$ cat src/rtl/seg_scan_if.sv
// seg_scan_if: digit write port and commit strobe for seg_scan_ctrl.
// AW is the digit address width (clog2 of the digit count).
interface seg_scan_if #(
  parameter int AW = 2
);
  logic          wr_valid;
  logic          wr_ready;
  logic [AW-1:0] wr_addr;
  logic [3:0]    wr_data;
  logic          commit;

  modport master (
    output wr_valid,
    output wr_addr,
    output wr_data,
    output commit,
    input  wr_ready
  );

  modport slave (
    input  wr_valid,
    input  wr_addr,
    input  wr_data,
    input  commit,
    output wr_ready
  );
endinterface

$ cat src/rtl/seg_scan_ctrl.sv
// seg_scan_ctrl: time-multiplexed scan controller for a common-cathode
// 7-segment display. Digit values are written into a shadow buffer and
// copied to the active buffer only at a frame boundary after a commit,
// so multi-digit updates never tear. Each digit slot is a blanking gap
// of BLANK_CYC cycles followed by PRESCALE cycles of drive.
// Optional feature macro: SEG_SCAN_HEX_EN (values 10-15 shown as hex
// glyphs; blank when undefined).
module seg_scan_ctrl #(
  parameter int DIGITS    = 4,
  parameter int PRESCALE  = 1000,
  parameter int BLANK_CYC = 16
) (
  input  logic              clk,
  input  logic              rstn,
  input  logic              enable,
  seg_scan_if.slave         wr,
  output logic [6:0]        seg,
  output logic [DIGITS-1:0] dig_sel,
  output logic              frame_done
);

  localparam int IW   = (DIGITS > 1) ? $clog2(DIGITS) : 1;
  localparam int CMAX = (PRESCALE > BLANK_CYC) ? PRESCALE : BLANK_CYC;
  localparam int CW   = (CMAX > 1) ? $clog2(CMAX) : 1;

  localparam logic [CW-1:0] PRE_LAST = CW'(PRESCALE - 1);
  localparam logic [CW-1:0] BLK_LAST = CW'(BLANK_CYC - 1);
  localparam logic [CW-1:0] CNT_ZERO = CW'(0);
  localparam logic [CW-1:0] CNT_ONE  = CW'(1);
  localparam logic [IW-1:0] IDX_LAST = IW'(DIGITS - 1);
  localparam logic [IW-1:0] IDX_ZERO = IW'(0);
  localparam logic [IW-1:0] IDX_ONE  = IW'(1);

  typedef enum logic [1:0] {
    ST_IDLE  = 2'd0,
    ST_BLANK = 2'd1,
    ST_DRIVE = 2'd2
  } state_t;

  // 4-bit value to active-high {g,f,e,d,c,b,a} segment pattern.
  function automatic logic [6:0] seg_decode(input logic [3:0] v);
    case (v)
      4'h0:    seg_decode = 7'b0111111;
      4'h1:    seg_decode = 7'b0000110;
      4'h2:    seg_decode = 7'b1011011;
      4'h3:    seg_decode = 7'b1001111;
      4'h4:    seg_decode = 7'b1100110;
      4'h5:    seg_decode = 7'b1101101;
      4'h6:    seg_decode = 7'b1111101;
      4'h7:    seg_decode = 7'b0000111;
      4'h8:    seg_decode = 7'b1111111;
      4'h9:    seg_decode = 7'b1101111;
`ifdef SEG_SCAN_HEX_EN
      4'hA:    seg_decode = 7'b1110111;
      4'hB:    seg_decode = 7'b1111100;
      4'hC:    seg_decode = 7'b0111001;
      4'hD:    seg_decode = 7'b1011110;
      4'hE:    seg_decode = 7'b1111001;
      4'hF:    seg_decode = 7'b1110001;
`endif
      default: seg_decode = 7'b0000000;
    endcase
  endfunction

  state_t                 state_r, state_nxt_s;
  logic [CW-1:0]          cnt_r, cnt_nxt_s;
  logic [IW-1:0]          idx_r, idx_nxt_s;
  logic                   pending_r;
  logic [DIGITS-1:0][3:0] shadow_r;
  logic [DIGITS-1:0][3:0] active_r;
  logic                   commit_now_s;
  logic                   fd_nxt_s;
  logic                   wr_fire_s;
  logic [3:0]             act_digit_s;
  logic [6:0]             seg_nxt_s;
  logic [DIGITS-1:0]      dig_nxt_s;

  // Writes are only taken while no commit is waiting, so the shadow
  // snapshot cannot change between commit request and frame boundary.
  assign wr.wr_ready = ~pending_r;
  assign wr_fire_s   = wr.wr_valid & ~pending_r;

  // Scan sequencing: next state, slot counter, digit index, boundary events.
  always_comb begin
    state_nxt_s  = state_r;
    cnt_nxt_s    = cnt_r;
    idx_nxt_s    = idx_r;
    fd_nxt_s     = 1'b0;
    commit_now_s = 1'b0;
    if (!enable) begin
      state_nxt_s = ST_IDLE;
      cnt_nxt_s   = CNT_ZERO;
      idx_nxt_s   = IDX_ZERO;
    end else begin
      case (state_r)
        ST_IDLE: begin
          state_nxt_s = ST_BLANK;
          cnt_nxt_s   = CNT_ZERO;
          idx_nxt_s   = IDX_ZERO;
        end
        ST_BLANK: begin
          if (cnt_r == BLK_LAST) begin
            state_nxt_s = ST_DRIVE;
            cnt_nxt_s   = CNT_ZERO;
          end else begin
            cnt_nxt_s = cnt_r + CNT_ONE;
          end
        end
        ST_DRIVE: begin
          if (cnt_r == PRE_LAST) begin
            state_nxt_s = ST_BLANK;
            cnt_nxt_s   = CNT_ZERO;
            if (idx_r == IDX_LAST) begin
              idx_nxt_s    = IDX_ZERO;
              fd_nxt_s     = 1'b1;
              commit_now_s = pending_r;
            end else begin
              idx_nxt_s = idx_r + IDX_ONE;
            end
          end else begin
            cnt_nxt_s = cnt_r + CNT_ONE;
          end
        end
        default: begin
          state_nxt_s = ST_IDLE;
          cnt_nxt_s   = CNT_ZERO;
          idx_nxt_s   = IDX_ZERO;
        end
      endcase
    end
  end

  // Output patterns for the state being entered, so registered outputs
  // line up with the state register.
  always_comb begin
    act_digit_s = 4'h0;
    dig_nxt_s   = '0;
    for (int i = 0; i < DIGITS; i++) begin
      act_digit_s  = act_digit_s | ((idx_nxt_s == IW'(i)) ? active_r[i] : 4'h0);
      dig_nxt_s[i] = (state_nxt_s == ST_DRIVE) && (idx_nxt_s == IW'(i));
    end
    seg_nxt_s = (state_nxt_s == ST_DRIVE) ? seg_decode(act_digit_s) : 7'b0000000;
  end

  // FSM state, counters and registered display outputs.
  always_ff @(posedge clk or negedge rstn) begin
    if (!rstn) begin
      state_r    <= ST_IDLE;
      cnt_r      <= CNT_ZERO;
      idx_r      <= IDX_ZERO;
      seg        <= 7'b0000000;
      dig_sel    <= '0;
      frame_done <= 1'b0;
    end else begin
      state_r    <= state_nxt_s;
      cnt_r      <= cnt_nxt_s;
      idx_r      <= idx_nxt_s;
      seg        <= seg_nxt_s;
      dig_sel    <= dig_nxt_s;
      frame_done <= fd_nxt_s;
    end
  end

  // Shadow writes, commit request flag and frame-boundary copy to active.
  always_ff @(posedge clk or negedge rstn) begin
    if (!rstn) begin
      pending_r <= 1'b0;
      shadow_r  <= '0;
      active_r  <= '0;
    end else begin
      // Out-of-range addresses match no digit and are dropped.
      for (int i = 0; i < DIGITS; i++) begin
        if (wr_fire_s && (wr.wr_addr == IW'(i))) begin
          shadow_r[i] <= wr.wr_data;
        end
      end
      if (commit_now_s) begin
        active_r  <= shadow_r;
        pending_r <= 1'b0;
      end else if (wr.commit && !pending_r) begin
        pending_r <= 1'b1;
      end
    end
  end

endmodule
$ cat src/flat_wrapper.sv
// flat-port wrapper written by rule: the top's interface ports become plain ports
module seg_scan_ctrl_flat 
#(
  parameter int DIGITS    = 4,
  parameter int PRESCALE  = 1000,
  parameter int BLANK_CYC = 16
)
  (clk, rstn, enable, seg, dig_sel, frame_done, wr_wr_valid, wr_wr_addr, wr_wr_data, wr_commit, wr_wr_ready);
  seg_scan_if wr_i ();
  input  logic clk;
  input  logic rstn;
  input  logic enable;
  output logic [6:0] seg;
  output logic [DIGITS-1:0] dig_sel;
  output logic frame_done;
  input wire logic [$bits(wr_i.wr_valid)-1:0] wr_wr_valid;
  input wire logic [$bits(wr_i.wr_addr)-1:0] wr_wr_addr;
  input wire logic [$bits(wr_i.wr_data)-1:0] wr_wr_data;
  input wire logic [$bits(wr_i.commit)-1:0] wr_commit;
  output wire logic [$bits(wr_i.wr_ready)-1:0] wr_wr_ready;
  assign wr_i.wr_valid = wr_wr_valid;
  assign wr_i.wr_addr = wr_wr_addr;
  assign wr_i.wr_data = wr_wr_data;
  assign wr_i.commit = wr_commit;
  assign wr_wr_ready = wr_i.wr_ready;
  seg_scan_ctrl #(.DIGITS(DIGITS), .PRESCALE(PRESCALE), .BLANK_CYC(BLANK_CYC)) u_core (.clk(clk), .rstn(rstn), .enable(enable), .wr(wr_i), .seg(seg), .dig_sel(dig_sel), .frame_done(frame_done));
endmodule
$ cat config.mk
export PLATFORM = sky130hd
export DESIGN_NAME = seg_scan_ctrl_flat
export DESIGN_NICKNAME = d
export VERILOG_FILES = /design/src/rtl/seg_scan_if.sv /design/src/rtl/seg_scan_ctrl.sv /design/src/flat_wrapper.sv
export SDC_FILE = /design/constraint.sdc
export NUM_CORES = 1
export LEC_CHECK = 0
export ABC_AREA = 1
export CAP_MARGIN = 20
export CORE_AREA = 5 5 75 77
export DETAILED_ROUTE_END_ITERATION = 16
export DIE_AREA = 0 0 80 82
export GPL_ROUTABILITY_DRIVEN = 0
export PLACE_DENSITY_LB_ADDON = 0.08
export SLEW_MARGIN = 20
export SYNTH_ARGS = -nofsm -noshare
export SYNTH_HDL_FRONTEND = slang
export SYNTH_SLANG_ARGS = --single-unit
$ cat constraint.sdc
create_clock -name clk -period 6.2 [get_ports clk]
set_clock_uncertainty 0.2 [all_clocks]
set_input_delay 1.86 -clock clk [delete_from_list [all_inputs] [get_ports clk]]
set_output_delay 1.86 -clock clk [all_outputs]
set_load 0.02 [all_outputs]
# --- Word level (Yosys, flattened, before mapping) ---
# Memory sizes are Yosys's and may differ from the RTL's.
# Index checks and enable logic that the tools add are counted.
# Widths: inputs -> output; s select.
classes:
  add_sub_neg: 2
  bitwise: 5
  eq_ne: 12
  n_reduce_logical: 14
  n_mux: 27
op_table:
  columns: ["cell", "count"]
  rows:
  - ["$mux 10", 3]
  - ["$pmux 10 s2", 1]
  - ["$mux 4", 4]
  - ["$eq 2x2->1 const B", 7]
  - ["$mux 2", 6]
  - ["$or 4x4->4", 3]
  - ["$add 10x1->10 const B", 1]
  - ["$eq 10x10->1 const B", 1]
  - ["$eq 10x4->1 const B", 1]
  - ["$mux 1", 10]
  - ["$logic_and 1x1->1", 9]
  - ["$mux 7", 1]
  - ["$eq 2x1->1 const B", 3]
  - ["$logic_not 2->1", 3]
  - ["$pmux 2 s3", 1]
  - ["$pmux 2 s2", 1]
  - ["$add 2x1->2 const B", 1]
  - ["$reduce_bool 2->1", 1]
  - ["$and 1x1->1", 1]
  - ["$logic_not 1->1", 1]
  - ["$not 1->1", 1]
totals:
  romBits: 112
  mem_count: 1
  inputBits: 11
  ff_bits: 59
  word_cells: 76
  output_inout_bits: 13
memory_table:
  columns: ["name", "depth", "word_bits", "rd", "rd_clocked_by_memory_dff", "wr", "line", "rtl"]
  rows:
  - ["(no name shown)", 16, 7, 1, 0, 0, "seg_scan_ctrl.sv:42", "case (v)"]

# --- Longest topological paths before layout ---
# Gate-level depths: netlist of the first run.
# An unclocked memory read counts as a cell.
depth:
  word_depth: 12
  ltp_mapped: 20
  mapped_depth_nobuf: 20

# --- Worst setup path after synthesis of the first run ---
# No wires, ideal clock.
synth_path:
  path_kind: "input port to flip-flop"
  from: "input port enable"
  to: "register u_core.seg[3]"
  path_slack_ps: 2711
  t_arrival_ps: 3218
  setup_time_ps: 71
  required_time_ps: 5929
  path_buffers: 0
  path_stages: 12
  cell_sequence: "nand2_1 clkinv_1 nand2_4 nor2_4 nand2_1 nand2_1 nor2_4 inv_1 ha_1 nor2_1 nor2_1 nor2_1"
synth_via:
  elab_chain_len: 8
  elab_cells_between_ends: 16
  cone_classes: "4 x eq/ne; 7 x mux; 3 x bitwise; 1 x reduce/logical; 1 x memory"
synth_rtl:
  columns: ["element", "line", "rtl"]
  rows:
  - ["start: declaration", "flat_wrapper.sv:12", "input logic enable;"]
  - ["$mux 2", "seg_scan_ctrl.sv:90", "if (!enable) begin"]
  - ["$eq 2x1->1 or $logic_not 2->1 (tied branches)", "seg_scan_ctrl.sv:139", "act_digit_s = act_digit_s | ((idx_nxt_s == IW'(i)) ? active_r[i] : 4'h0);"]
  - ["$mux 4", "seg_scan_ctrl.sv:139", null]
  - ["$or 4x4->4 (3 in series)", "seg_scan_ctrl.sv:139", null]
  - ["$mem_v2 16x7", null, null]
  - ["$mux 7 (*)", "seg_scan_ctrl.sv:142", "seg_nxt_s = (state_nxt_s == ST_DRIVE) ? seg_decode(act_digit_s) : 7'b0000000;"]
  - ["net u_core.seg_nxt_s[3]", "seg_scan_ctrl.sv:75", "logic [6:0] seg_nxt_s;"]
  - ["end signal: assignment", "seg_scan_ctrl.sv:158", "seg <= seg_nxt_s;"]
  - ["end: declaration", "seg_scan_ctrl.sv:17", "output logic [6:0] seg,"]
# Mark *: on every way through the listed nets, which the timed path passes. The rest lies on a longest branch.
# A chain may end at the register's enable or synchronous reset.

# --- Final worst setup path of the first run ---
# Same ends and word-level chain as after synthesis.

==> reports/qor.txt, run 1 <==
total negative slack = 0 ps
Worst Tran Pin Value = 706.2 ps
nets@finish = 393
reg2reg end = u_core.active_r[14]
area delta synth->final = 17.95%
fin crit share = 0.6201
min-delay src = u_core.cnt_r[0]
max_cap viols = 0
Row Count = 26
Critical path origin = enable
xor-xnor portion of the synthesized cell area = 0.006055
multiplexer area fraction after synthesis = 0
YS warnings = 0
sequential share of the synthesized area = 0.5104
Tmin final = 3845 ps
via count = 2181
1st-pass router iterations = 4
IO buf count = 23
Clock transition at path regs = 60 ps
Root Buffer = clkbuf_8
post-route total power = 0.7883 mW
#FFs+latches synth = 59
simple-gate share of the synthesized area = 0.3313
flop2flop setup slack = 3490 ps
Avg WL per Cell = 11.88 um
Worst Hold Path Cells = 1
Logic pwr share = 0.036
post-synthesis adder-cell area fraction = 0.04758
antenna violations before repair = 0
Setup violations, final = 0
Total GRT Usage = 0.1960
total clock buffers created by CTS = 9
Post-Synthesis Cell Area = 0.002893 mm^2
run status = complete, no violations
Slew Limit Fails = 0
crit path DAT = 3920 ps
Compound-Gate Fraction of Synth Area = 0.04801
# DRC = 0
grt total ovfl = 0
# Post-CTS Setup Buffers = 0
antenna cell count = 0
DP HPWL = 3775 um
Mapped Cells = 339
worst rel slew slack = 0.5292
CP Capture Type = register
Worst-Skew Late Latency = 350 ps
Initial Util = 0.5850
Total Die Area = 0.006560 mm^2
clock net sink count = 59
Final Hold Vio Count = 0
CTS Hold Bufs = 0
Unique masters post-synth = 29
io pins = 24
main combinational cell family by area after synthesis = simple AND/OR/NAND/NOR gates
Worst Reg2Reg Path Length in Cells = 10
Critical Path RT = 6280 ps
worst vdd ir = 0.1678 mV
CP max FO = 9
number of global-route vias before repair = 2099
die width = 80 um
first-pass GRT wire length = 9653 um
PD cells = 231.0 mW/mm^2
Clk pwr share = 0.462
share of power burned in registers = 0.502
Resized cells post-CTS = 0
DRT iter0 DRCs = 126
RR Startpoint = u_core.cnt_r[0]
largest net degree at the start of global routing = 60
Sw Ratio = 0.2145
remaining antenna violation count = 0
Hold Path End = u_core.cnt_r[0]
internal power = 0.6193 mW
core area = 0.004945 mm^2
htree depth = 3
fraction of layout cells with a size suffix above 1 = 0.1436
CTS tree = built
Net Sw Power = 0.1691 mW
Worst setup SP type = input port
final worst slack = 2355 ps
Die Span Y = 82 um
drt total wl = 5299 um
P_leak = 1.805 nW
WS Path Type = in2reg
FMAX = 260.1 MHz
RSZ-0062 raised after global routing = false
DP Worst Slack = 2014 ps
clk buf depth = 2
post-detailed-route via-to-cell ratio = 4.890
syn_area_per_cell = 8.533 um^2
worst min path class = reg2reg
Synthesized Nets = 361
==> synthesized netlist by cell type <==
cell	instances	area [um^2]
nor4_1	1	6.260
nand2_4	4	45.04
xor2_1	1	8.760
nand3_1	13	65.06
nor2_2	5	31.28
nand4_1	7	43.79
o21ai_2	1	8.760
clkinv_1	2	7.510
nand2_2	11	68.82
nor3_1	7	35.03
dfrtp_1	59	1476
xnor2_1	1	8.760
clkbuf_1	1	3.750
ha_1	11	137.6
nand3_2	5	50.05
buf_2	2	10.01
nand2_1	98	367.9
inv_2	4	15.01
o21ai_0	21	105.1
nor3b_1	2	15.01
a21oi_1	2	10.01
inv_1	34	127.6
nor2_1	39	146.4
nand3_4	1	17.52
nor4_2	1	12.51
nor2_8	1	20.02
o21bai_1	1	7.510
nor2_4	3	33.78
a21o_1	1	7.510
==> metrics by stage <==
step | area [um^2] | util | instances | hold slack, ps
floorplan | 2893 | - | 339 | 232.9
global placement | 3199 | 0.6470 | 430 | 249.5
detailed placement | 3199 | 0.6470 | 430 | 252.9
CTS | 3412 | 0.6900 | 446 | 261.8
global route | 3412 | 0.6900 | 446 | 298.6
finish | 3412 | 0.6900 | 446 | 259.7
==> worst max path at each step <==
stage               cells after the start  slack (ps)             to
floorplan                              12        2710  u_core.seg[3]
global placement                       13        2090  u_core.seg[3]
detailed placement                     13        2010  u_core.seg[3]
CTS                                    13        2360  u_core.seg[3]
global route                           13        2170  u_core.seg[3]
finish                                 13        2360  u_core.seg[3]
==> registers in the layout (all words and copies together), names as in the netlist <==
name,count
u_core.seg,7
u_core.idx_r,2
u_core.frame_done,1
u_core.dig_sel,4
u_core.state_r,2
u_core.shadow_r,16
u_core.active_r,16
u_core.cnt_r,10
u_core.pending_r,1
==> kinds of logic after synthesis <==
logic type,count (synthesis)
and+or+nand+nor,198
DFF,59
buffers and inverters,43
AOI/OAI and AO/OA,26
adders and majority gates,11
xor gates and xnor gates,2
==> power by group through the flow <==
stage,registers [mW],logic (mW),clock network [mW]
after floorplan,0.402,0.0119,0
after global placement,0.403,0.0285,0
after detailed placement,0.403,0.0292,0
after CTS,0.396,0.0294,0.371
after global routing,0.396,0.0334,0.390
final,0.396,0.0287,0.364
==> cells in the final DEF (no fill, tap or decap), drive strengths merged <==
cell type        n
xnor2            1
clkdlybuf4s50   22
xor2             1
dfrtp           59
a21o             1
nor4             2
a21oi            2
o21ai           22
clkinvlp         1
nor3b            2
ha              11
nand3           19
nor2            48
clkbuf          12
nor3             7
nand4            7
nand2          113
inv             38
o21bai           1
clkinv           4
buf              2
bufinv           1
==> area by class of cell <==
class	instances	area, um^2
fill	413	1533
sequential	59	1476
multi-input combinational	237	1252
timing repair buffer	24	232.7
clock buffer	12	165.2
inverter	40	150.1
tap	70	87.58
clock inverter	4	47.55
==> critical path, cell delays in order <==
cell and delay, ps:
clkdlybuf4s50_1 460, nand2_1 90, clkinv_1 270, nand2_4 230, nor2_4 60, nand2_1 50
nand2_1 70, nor2_4 180, inv_1 80, ha_1 270, nor2_1 150, nor2_1 70
nor2_1 70
==> per-layer routing <==
layer	global-route usage	wire length (um)
met2	0.3162	2477
met3	0.05263	211
met4	0.08615	89
met1	0.2489	2520
met5	0	0
(Power assumes the default switching activity.)
==> run 2: changes to the inputs <==
CORE_AREA = 5 5 78 80   (was 5 5 75 77)
DIE_AREA = 0 0 83 85   (was 0 0 80 82)
clock period = 3.98 ns   (was 6.2 ns; I/O delays follow)
==> run 2 against run 1 <==
Critical endpoint unchanged. Worst setup slack lost 1600 ps. Sequential cell count is the same. Combinational power grew 59%. Largest power group unchanged. Total power grew 55%. Worst hold slack gained 17 ps. Non-clock buffer count grew 2.
==> reports/qor.txt, run 2 (same netlist as run 1, synthesis figures left out) <==
Logic pwr share = 0.037
Clock transition at path regs = 70 ps
Design Area, Final = 0.003430 mm^2
flop2flop setup slack = 1350 ps
internal power = 0.9657 mW
max_cap viols = 0
fin crit share = 0.8050
biggest regs = u_core.active_r x16, u_core.shadow_r x16, u_core.cnt_r x10
total clock buffers created by CTS = 9
IO buf count = 23
Setup violations, final = 0
CTS tree = built
DRT iter0 DRCs = 109
Net Sw Power = 0.2584 mW
largest net degree at the start of global routing = 33
RSZ-0062 raised after global routing = false
PD cells = 356.9 mW/mm^2
Worst Hold Path Cells = 1
post-detailed-route via-to-cell ratio = 4.807
Worst-Skew Late Latency = 330 ps
min-delay src = u_core.cnt_r[0]
CP Capture Type = register
htree depth = 3
Resized cells post-CTS = 0
WS Path Type = in2reg
nets@finish = 395
RR Startpoint = u_core.cnt_r[0]
# DRC = 0
slowest CP cell = clkdlybuf4s50_1
worst vdd ir = 0.2647 mV
die width = 83 um
worst min path class = reg2reg
core area = 0.005338 mm^2
Row Count = 27
Sw Ratio = 0.2111
share of power burned in registers = 0.504
area delta synth->final = 18.56%
via count = 2163
clock net sink count = 59
Critical Path RT = 4040 ps
DP HPWL = 4097 um
Slew Limit Fails = 0
placed cell areas = 0.003217 mm^2
# Post-CTS Setup Buffers = 0
slowest stage delay, CP = 460 ps
Tmin final = 3204 ps
worst rel slew slack = 0.5303
clk buf depth = 2
Total GRT Usage = 0.1737
grt total ovfl = 0
antenna cell count = 0
P_leak = 1.814 nW
total negative slack = 0 ps
Worst path top cell family by delay = simple AND/OR/NAND/NOR gates
Die Span Y = 85 um
drt total wl = 5467 um
commonest non-fill, non-tap cell in the layout = nand2_1
antenna violations before repair = 0
first-pass GRT wire length = 9839 um
reg2reg end = u_core.seg[3]
crit path DAT = 3270 ps
Hold Path End = u_core.cnt_r[0]
Avg WL per Cell = 12.15 um
CP max FO = 9
remaining antenna violation count = 0
Worst Reg2Reg Path Length in Cells = 16
Crit path buffers/inverters = 3
number of global-route vias before repair = 2220
FMAX = 312.1 MHz
Clk pwr share = 0.459
1st-pass router iterations = 5
io pins = 24
Critical path origin = enable
Worst Tran Pin Value = 704.6 ps
Root Buffer = clkbuf_8
# fillers = 483
Worst setup SP type = input port
cells along the critical path = clkdlybuf4s50_1 > nand2_1 > clkinv_1 > nand2_4 > nor2_4 > nand2_1 > nand2_1 > nor2_4 > inv_1 > ha_1 > nor2_1 > nor2_1 > nor2_1
Total Die Area = 0.007055 mm^2
Initial Util = 0.5420
run status = complete, no violations
fraction of layout cells with a size suffix above 1 = 0.1481
most frequent cells in the layout = 98 x nand2_1, 59 x dfrtp_1, 39 x nor2_1
CTS Hold Bufs = 0
Final Hold Vio Count = 0
[run 2: area by class of cell]
| type | instances | area (um^2) | share of cell area |
|---|---|---|---|
| inverters | 40 | 150.1 | 0.04378 |
| clock inverters | 4 | 47.55 | 0.01386 |
| well taps | 72 | 90.09 | 0.02627 |
| repair buffers | 26 | 247.7 | 0.07224 |
| multi-input cells | 237 | 1252 | 0.3652 |
| flip-flops and latches | 59 | 1476 | 0.4305 |
| clock buffers | 12 | 165.2 | 0.04816 |
[run 2: per-layer routing]
metal	track usage	vias up	wire length [um]
li1	-	1133	-
met1	0.2106	986	2495
met2	0.2981	40	2682
met3	0.05340	4	254
met4	0.05349	0	34
met5	0	-	0
[run 2: per-stage QoR]
step	instances	total power [mW]	utilization	setup slack, ps	hold WS, ps
floorplan	339	0.6445	-	1157	232.9
global placement	434	0.6729	0.6027	521.1	248.2
detailed placement	434	0.6747	0.6027	478.3	260.5
CTS	450	1.239	0.6425	775.2	277.3
global route	450	1.280	0.6425	591.4	301.5
finish	450	1.224	0.6425	776.1	276.2
[run 2: worst max-delay path by stage]
stage                               end  slack, ps  cells past startpoint
final                     u_core.seg[3]        780                     13
after global routing      u_core.seg[6]        590                     15
after CTS                 u_core.seg[3]        780                     13
after detailed placement  u_core.seg[3]        480                     13
after global placement    u_core.seg[3]        520                     13
after floorplan           u_core.seg[3]       1160                     12
[run 2: power groups by stage]
| stage | Clock (mW) | Sequential [mW] | Combinational (mW) |
|---|---|---|---|
| after floorplan | 0 | 0.626 | 0.0185 |
| final | 0.562 | 0.617 | 0.0455 |
| after CTS | 0.575 | 0.617 | 0.0471 |
| after detailed placement | 0 | 0.628 | 0.0469 |
| after global routing | 0.609 | 0.618 | 0.0531 |
| after global placement | 0 | 0.627 | 0.0458 |
